$ cat src/rtl/snitch_icache_tag_ctrl.sv
// Instruction-cache tag controller.
// Drives the single-port tag SRAM for refill writes and lookups, compares the
// returned tags for hit/way/error, and runs the invalidation sweep after reset
// and on flush.
// Ports:
//   clk_i, rst_ni                  clock, synchronous active-low reset
//   flush_i / busy_o               invalidate-all request / sweep in progress
//   lookup_req_i/gnt_o/addr_i/tag_i      lookup request channel
//   lookup_valid_o/ready_i/hit_o/way_o/error_o  lookup response channel
//   write_req_i/gnt_o/addr_i/way_i/tag_i/error_i refill tag write channel
//   sram_req_o/write_o/addr_o/wdata_o/be_o/rdata_i tag SRAM port (1-cycle read)

package snitch_icache_pkg;
  typedef struct packed {
    int unsigned LINE_COUNT;
    int unsigned WAY_COUNT;
    int unsigned TAG_WIDTH;
    int unsigned COUNT_ALIGN;
  } config_t;
endpackage

module snitch_icache_tag_ctrl #(
  parameter snitch_icache_pkg::config_t CFG = '0,
  localparam int unsigned WAYS  = (CFG.WAY_COUNT > 0) ? CFG.WAY_COUNT : 1,
  localparam int unsigned TW    = (CFG.TAG_WIDTH > 0) ? CFG.TAG_WIDTH : 1,
  localparam int unsigned LINES = (CFG.LINE_COUNT > 0) ? CFG.LINE_COUNT : 1,
  localparam int unsigned CA    = (CFG.COUNT_ALIGN > 0) ? CFG.COUNT_ALIGN : 1,
  localparam int unsigned WAYW  = (WAYS > 1) ? $clog2(WAYS) : 1,
  localparam int unsigned EW    = TW + 2,
  localparam int unsigned DW    = WAYS * EW
) (
  input  logic            clk_i,
  input  logic            rst_ni,
  input  logic            flush_i,
  output logic            busy_o,
  input  logic            lookup_req_i,
  output logic            lookup_gnt_o,
  input  logic [CA-1:0]   lookup_addr_i,
  input  logic [TW-1:0]   lookup_tag_i,
  output logic            lookup_valid_o,
  input  logic            lookup_ready_i,
  output logic            lookup_hit_o,
  output logic [WAYS-1:0] lookup_way_o,
  output logic            lookup_error_o,
  input  logic            write_req_i,
  output logic            write_gnt_o,
  input  logic [CA-1:0]   write_addr_i,
  input  logic [WAYW-1:0] write_way_i,
  input  logic [TW-1:0]   write_tag_i,
  input  logic            write_error_i,
  output logic            sram_req_o,
  output logic            sram_write_o,
  output logic [CA-1:0]   sram_addr_o,
  output logic [DW-1:0]   sram_wdata_o,
  output logic [WAYS-1:0] sram_be_o,
  input  logic [DW-1:0]   sram_rdata_i
);

  localparam logic [CA-1:0] LAST_LINE = CA'(LINES - 1);

  typedef enum logic {INIT, IDLE} state_e;

  state_e          state_q, state_d;
  logic [CA-1:0]   cnt_q, cnt_d;
  logic            rsp_valid_q, rsp_held_q;
  logic [TW-1:0]   tag_q;
  logic            hit_q, error_q;
  logic [WAYS-1:0] way_q;

  logic            flush_start, lookup_fire;
  logic            cmp_hit, cmp_error;
  logic [WAYS-1:0] cmp_way;
  logic [EW-1:0]   entry;

  // Tag compare on the read data; ascending scan keeps the lowest matching way.
  always_comb begin
    cmp_hit   = 1'b0;
    cmp_way   = '0;
    cmp_error = 1'b0;
    entry     = '0;
    for (int unsigned w = 0; w < WAYS; w++) begin
      entry = sram_rdata_i[w*EW +: EW];
      if (!cmp_hit && entry[EW-1] && (entry[TW-1:0] == tag_q)) begin
        cmp_hit    = 1'b1;
        cmp_way[w] = 1'b1;
        cmp_error  = entry[TW];
      end
    end
  end

  // Next state, grants and SRAM command.
  always_comb begin
    state_d      = state_q;
    cnt_d        = cnt_q;
    busy_o       = 1'b1;
    write_gnt_o  = 1'b0;
    lookup_gnt_o = 1'b0;
    sram_req_o   = 1'b0;
    sram_write_o = 1'b0;
    sram_addr_o  = '0;
    sram_wdata_o = '0;
    sram_be_o    = '0;
    flush_start  = 1'b0;
    lookup_fire  = 1'b0;
    if (rst_ni) begin
      unique case (state_q)
        INIT: begin
          sram_req_o   = 1'b1;
          sram_write_o = 1'b1;
          sram_addr_o  = cnt_q;
          sram_be_o    = '1;
          if (cnt_q == LAST_LINE) begin
            state_d = IDLE;
            cnt_d   = '0;
          end else begin
            cnt_d = cnt_q + CA'(1);
          end
        end
        IDLE: begin
          busy_o = 1'b0;
          // A flush may only start once no response is left outstanding.
          flush_start  = flush_i && (!rsp_valid_q || lookup_ready_i);
          write_gnt_o  = !flush_start;
          lookup_gnt_o = !write_req_i && !flush_start && (!rsp_valid_q || lookup_ready_i);
          if (flush_start) begin
            state_d = INIT;
            cnt_d   = '0;
          end else if (write_req_i) begin
            sram_req_o   = 1'b1;
            sram_write_o = 1'b1;
            sram_addr_o  = write_addr_i;
            sram_wdata_o = {WAYS{{1'b1, write_error_i, write_tag_i}}};
            sram_be_o    = WAYS'(1) << write_way_i;
          end else if (lookup_req_i && lookup_gnt_o) begin
            lookup_fire = 1'b1;
            sram_req_o  = 1'b1;
            sram_addr_o = lookup_addr_i;
          end
        end
        default: state_d = INIT;
      endcase
    end
  end

  // State, sweep counter and response tracking.
  always_ff @(posedge clk_i) begin
    if (!rst_ni) begin
      state_q     <= INIT;
      cnt_q       <= '0;
      rsp_valid_q <= 1'b0;
      rsp_held_q  <= 1'b0;
      tag_q       <= '0;
      hit_q       <= 1'b0;
      way_q       <= '0;
      error_q     <= 1'b0;
    end else begin
      state_q     <= state_d;
      cnt_q       <= cnt_d;
      rsp_valid_q <= lookup_fire || (rsp_valid_q && !lookup_ready_i);
      rsp_held_q  <= rsp_valid_q && !lookup_ready_i;
      if (lookup_fire) tag_q <= lookup_tag_i;
      // Read data is only valid for one cycle, so a stalled result is frozen here.
      if (rsp_valid_q && !lookup_ready_i && !rsp_held_q) begin
        hit_q   <= cmp_hit;
        way_q   <= cmp_way;
        error_q <= cmp_error;
      end
    end
  end

  assign lookup_valid_o = rst_ni && rsp_valid_q;
  assign lookup_hit_o   = rsp_held_q ? hit_q   : cmp_hit;
  assign lookup_way_o   = rsp_held_q ? way_q   : cmp_way;
  assign lookup_error_o = rsp_held_q ? error_q : cmp_error;

endmodule

$ cat config.mk
export PLATFORM = sky130hd
export DESIGN_NAME = snitch_icache_tag_ctrl
export DESIGN_NICKNAME = d
export VERILOG_FILES = /design/src/rtl/snitch_icache_tag_ctrl.sv
export SDC_FILE = /design/constraint.sdc
export NUM_CORES = 1
export LEC_CHECK = 0
export CAP_MARGIN = 40
export CORE_AREA = 10 10 47 49
export CTS_BUF_LIST = sky130_fd_sc_hd__clkbuf_4 sky130_fd_sc_hd__clkbuf_8
export CTS_CLUSTER_SIZE = 10
export DETAILED_ROUTE_END_ITERATION = 8
export DIE_AREA = 0 0 57 59
export DONT_BUFFER_PORTS = 1
export PLACE_DENSITY = 0.48
export SETUP_SLACK_MARGIN = 0.2
export SLEW_MARGIN = 20
export SYNTH_ARGS = -nofsm -noshare
export SYNTH_HDL_FRONTEND = slang
export SYNTH_SLANG_ARGS = --single-unit
$ cat constraint.sdc
create_clock -name clk_i -period 1.27 [get_ports clk_i]
set_clock_uncertainty 0.2 [all_clocks]
set_input_delay 0.1905 -clock clk_i [delete_from_list [all_inputs] [get_ports clk_i]]
set_output_delay 0.1905 -clock clk_i [all_outputs]
set_load 0.01 [all_outputs]
; After elaboration in Yosys (flattened, before gate mapping)
; Cells that the tools add are included.
[totals]
wordCells = 69
ff_bits = 7
in_bits = 15
output_inout_bits = 14
[op_classes]
shift = 1
reduce_logical = 15
eq_ne = 2
muxes = 42
addsub = 1
bitwise = 1
[op_table]
columns = cell, count
row1 = $mux W1, 32
row2 = $mux W3, 4
row3 = $pmux W1 S2, 6
row4 = $logic_and A1 B1 Y1, 8
row5 = $logic_not A1 Y1, 5
row6 = $logic_or A1 B1 Y1, 2
row7 = $ne A2 B1 Y1 const B, 1
row8 = $add A1 B1 Y1 const B, 1
row9 = $eq A1 B1 Y1, 1
row10 = $not A1 Y1, 1
row11 = $shl A1 B1 Y1 const A, 1

; Depth between registers and ports, before layout
[logic_depth]
depth_word = 13
depth_mapped = 4
mapped_depth_nobuf = 3

; Worst setup path before layout
; No wires, ideal clock.
[synth_timing]
path_kind = register to output
start = reg tag_q
end = out lookup_way_o
stages_incl_launch_ff = 5
path_buffers = 1
setup_slack_ps = -193
required_time_ps = 879
t_arrival_ps = 1072
path_cell_list = dfxtp_1 > xnor2_1 > nand2_1 > o21ai_0 > buf_4
[synth_between]
elab_chain_len = 4
[synth_lines]
columns = item, line
row1 = "start, declared", 66  ; logic [TW-1:0] tag_q;
row2 = "start signal, assigned", 161  ; if (lookup_fire) tag_q <= lookup_tag_i;
row3 = $eq A1 B1 Y1, 83  ; if (!cmp_hit && entry[EW-1] && (entry[TW-1:0] == tag_q)) begin
row4 = $logic_and A1 B1 Y1, 83
row5 = $mux W1, --
row6 = $mux W1, 173  ; assign lookup_way_o = rsp_held_q ? way_q : cmp_way;
row7 = "end, declared", 43  ; output logic [WAYS-1:0] lookup_way_o,
; No other way between the ends.

; Worst setup path after layout
[layout_timing]
start = reg rsp_valid_q
end = out sram_req_o
[layout_between]
elab_chain_len = 12
[layout_lines]
columns = item, line
row1 = "start, declared", 65  ; logic rsp_valid_q, rsp_held_q;
row2 = "start signal, assigned", 159  ; rsp_valid_q <= lookup_fire || (rsp_valid_q && !lookup_ready_i);
row3 = $logic_not A1 Y1 (*), "122, 124"
row4 = $logic_or A1 B1 Y1 (*), "122, 124"
row5 = $logic_and A1 B1 Y1, 122  ; flush_start = flush_i && (!rsp_valid_q || lookup_ready_i);
row6 = $logic_not A1 Y1, 124  ; lookup_gnt_o = !write_req_i && !flush_start && (!rsp_valid_q || lookup_ready_i);
row7 = $logic_and A1 B1 Y1 (2 in a row), 124
row8 = $logic_and A1 B1 Y1, 134  ; end else if (lookup_req_i && lookup_gnt_o) begin
row9 = $mux W1, 134
row10 = $mux W1, 128  ; end else if (write_req_i) begin
row11 = $mux W1 (*), 125  ; if (flush_start) begin
row12 = $pmux W1 S2 (*), 106  ; unique case (state_q)
row13 = $mux W1 (*), 105  ; if (rst_ni) begin
row14 = "end, declared", 51  ; output logic sram_req_o,
; Mark *: on every way between the ends. The rest lies on a longest branch, timed or not.

==> results.txt <==
----------------------------------------------------
[Routing]
  Average routed wire per standard cell ... around 16 um
  Via count ... around 410
  First-pass detailed-route iteration total ... 2
  Number of nets with antenna violations after detailed routing ... 0
  Total wire length ... 1214 um
  Post-DR vias/cell ... 5.205
  Drt initial violations ... 3
  Total DRC errors in the routed layout ... 0

[Yosys]
  Post-synthesis sequential area ratio ... about 30%
  Cell taking the most area after synthesis ... sky130_fd_sc_hd__dfxtp_1
  Share of Yosys cell area claimed by the top area cell type ... between 20 and 30%
  Number of distinct library cells after synthesis ... 25
  Synthesized net count ... 68
  Yosys reg bits ... 6
  Most instantiated flip-flop cell in the synthesis netlist ... sky130_fd_sc_hd__dfxtp_1
  Cell area after synthesis ... between 400 and 500 sq um
  Most numerous cell in the Yosys netlist ... sky130_fd_sc_hd__nand2_1
  Warnings, synthesis ... 0
  Syn Area/Cell ... between 7 and 8 sq um
  List of most frequent post-synthesis cells ... sky130_fd_sc_hd__nand2_1, sky130_fd_sc_hd__dfxtp_1, sky130_fd_sc_hd__nor2_1
  Count of flip-flops with a built-in enable after synthesis ... 0
  Mapped Cells ... 53
  Async set or reset register ratio after synthesis ... 0%
  Leading post-synthesis cells by cell area ... sky130_fd_sc_hd__dfxtp_1, sky130_fd_sc_hd__nand2_1, sky130_fd_sc_hd__o31ai_4, sky130_fd_sc_hd__o22ai_1, sky130_fd_sc_hd__a21oi_2

[Timing]
  Worst relative slew slack ... 80.68%
  Hold violation count in the final report ... 5
  Number of max-slew violations in the final report ... 0
  Final period demand of the worst path ... between 1 and 1.5 ns
  Share of the clock period used by the worst path after layout ... 116.5%
  Worst hold-check slack ... -0.09862 ns
  Unrepaired setup endpoints after global routing ... yes
  Final critical-path setup slack ... -0.2100 ns
  Tightest Pin Transition ... roughly 0.29 ns
  Achievable Freq ... 675.7 MHz
  Number of setup violations in the final report ... 12

[Worst setup path]
  Capturing instance or port of the critical path ... sram_req_o
  Delay contributed by the slowest stage of the critical path ... between 0.3 and 0.4 ns
  Crit Path Max Fanout ... 4
  Endpoint of the worst-slack reg-to-reg timing path ... state_q
  Critical path class ... reg -> out
  Slowest cell on the critical path ... sky130_fd_sc_hd__dfxtp_4
  Worst path cell trace ... nor2b_4 > o31ai_4 > a21oi_2
  Worst path required time ... a little under 0.9 ns
  Worst path arrival time ... 1.09 ns
  Nature of the critical path startpoint ... flop
  CP Capture Type ... primary output
  Worst R2R Setup Slack ... about 0.030 ns
  Worst-case reg-to-reg path depth ... 4
  Critical R2R Launch ... rsp_valid_q
  Crit. Startpoint ... rsp_valid_q

[Floorplanning]
  Overall die area ... 3363 sq um
  Core Box Area ... ~1400 sq um
  Starting utilization of the core area ... slightly below 30%
  Die Span X ... about 57 um
  Core Rows ... 14
  Floorplan die height ... about 59 um
  I/O pin total ... 29

[Finish]
  Final cell area excluding filler cells ... between 600 and 700 sq um
  Ratio of cells with drive above 1 in the final layout ... a little over three fifths
  Filler Cell Count ... between 150 and 200
  Layout area overhead ... 60.00%
  Layout Nets ... 78
  Count of antenna diodes in the layout ... 0

[Status]
  Violations in the final reports ... negative hold slack, negative setup slack
  Outcome ... finished with violations

[Clocking]
  Count of buffers added by post-CTS timing repair for setup ... 0
  Clock tree root buffer cell ... sky130_fd_sc_hd__clkbuf_4
  Clock-pin slew reported for the worst setup and hold paths after clock tree synthesis ... 0.05 ns
  Cts bufs inserted ... 3
  CTS tree ... done
  Clock Path Buffers ... 2
  Number of H-tree branching levels ... 1
  Clk Latency, worst-skew pair ... 0.24 ns
  Hold-fix buffers at CTS ... 2
  Total clock sinks ... 6

[Placement]
  HPWL reported at the end of detailed placement ... 1025 um
  Final weighted congestion in routability-driven placement ... around 0.67
  Post-place instance area ... roughly 530 sq um
  Quantity of I/O buffers inserted on ports ... 0

[Power and ir drop]
  Leak pwr ... 0.0002440 uW
  Relative contribution of the clock network to total power ... approximately 41%
  Power density normalized to cell area ... a little under 800 nW/um^2
  Internal power of the cells ... around 380 uW
  Part of the total power dissipated in combinational logic ... between 20% and 30%
  Net switching fraction of the power ... 25.03%
  Seq pwr share ... 39.1%
  Total net switching power ... around 130 uW
  Max IR drop VDD ... ~0.36 mV

[Global routing]
  First-pass GRT wire length ... roughly 2000 um
  Total Routing Usage GR ... under 10%
  Maximum number of pins on one net before global-route repair ... 11
  Vias in the first global route ... between 400 and 500
  Aggregate global routing overflow ... 0
  Initial antenna violation count ... 0

[Job]
  Max cap viols ... 0

[Worst hold path]
  Kind of path behind the tightest hold check ... in -> reg

----------------------------------------------------
[logic make-up after synthesis]
| group | share of synthesized area (%) |
|---|---|
| XOR/XNOR | 2.154 |
| AO/OA/AOI/OAI | 24.92 |
| AND/OR/NAND/NOR | 36.00 |
| buffers and inverters | 7.382 |
| flip-flops | 29.54 |
[registers in the layout (all words and copies together) (netlist names)]
register,flops
state_q,1
tag_q,1
error_q,1
rsp_valid_q,1
rsp_held_q,1
way_q,1
[final cells by class]
| class | instances | area [sq um] | share of cell area, % |
|---|---|---|---|
| multi-input cells | 41 | 382.9 | 58.85 |
| clock buffers | 4 | 30.03 | 4.615 |
| repair buffers | 7 | 67.56 | 10.38 |
| flip-flops and latches | 6 | 132.6 | 20.38 |
| well taps | 16 | 20.02 | 3.077 |
| inverters | 4 | 17.52 | 2.692 |
[metrics by stage]
stage                     utilization [%]  total power (uW)  std cells  setup WS, ns   TNS (ns)
final                               46.43             505.7         78       -0.2100     -1.913
after global placement              37.95             287.9         72       0.03734          0
after detailed placement            37.95             288.5         72       0.02432          0
after floorplan                         -             277.3         53     -0.001165  -0.001165
after CTS                           44.02             512.2         78       -0.2261     -2.121
after global routing                46.43             539.6         78       -0.2759     -2.679
[how the worst min path moves through the flow]
stage                        start    endpoint  cells after the start
global route                rst_ni  rsp_held_q                      2
global placement    lookup_ready_i  rsp_held_q                      1
finish                      rst_ni  rsp_held_q                      2
CTS                         rst_ni     error_q                      2
detailed placement  lookup_ready_i  rsp_held_q                      1
floorplan           lookup_ready_i  rsp_held_q                      1
[power groups by stage]
stage	registers, uW	clock network, uW	logic [uW]
global placement	203	0	84.6
detailed placement	203	0	85.2
global route	198	231	111
CTS	199	215	98.9
finish	198	206	102
floorplan	202	0	75.2
[metal layers]
metal	share of wire, %	vias to the layer above	wire length, um	GRT usage, %
met3	15	2	178	4.721
met1	33	181	402	6.340
met5	0	-	0	0
met2	50	21	606	11.63
li1	-	202	-	-
met4	2.2	0	27	6.040
[cell usage in the layout (no fill, tap or decap), types with 2 or more instances in the layout]
cell / count
sky130_fd_sc_hd__buf_6: 2
sky130_fd_sc_hd__clkbuf_4: 4
sky130_fd_sc_hd__and2_4: 2
sky130_fd_sc_hd__a21oi_2: 2
sky130_fd_sc_hd__nand2b_1: 2
sky130_fd_sc_hd__nand3_1: 2
sky130_fd_sc_hd__nand2_1: 7
sky130_fd_sc_hd__a21oi_4: 2
sky130_fd_sc_hd__nand2_2: 2
sky130_fd_sc_hd__o21ai_4: 2
sky130_fd_sc_hd__nor2_1: 3
sky130_fd_sc_hd__inv_2: 3
sky130_fd_sc_hd__dfxtp_1: 2
sky130_fd_sc_hd__o22ai_1: 2
sky130_fd_sc_hd__dfxtp_4: 3
sky130_fd_sc_hd__buf_4: 3
[worst max-delay path, delay by kind of cell (launching register included)]
kind	cells	cell delay (ns)
AO/OA/AOI/OAI	2	0.35
AND/OR/NAND/NOR	1	0.14
flip-flops	1	0.35
[what timing repair did]
item,4_1_cts,5_1_grt
endpoints found under the hold margin,6,5
gates resized for setup,10,8
pin swaps,10,7
endpoints found under the setup margin,18,18
(Power assumes the default switching activity.)
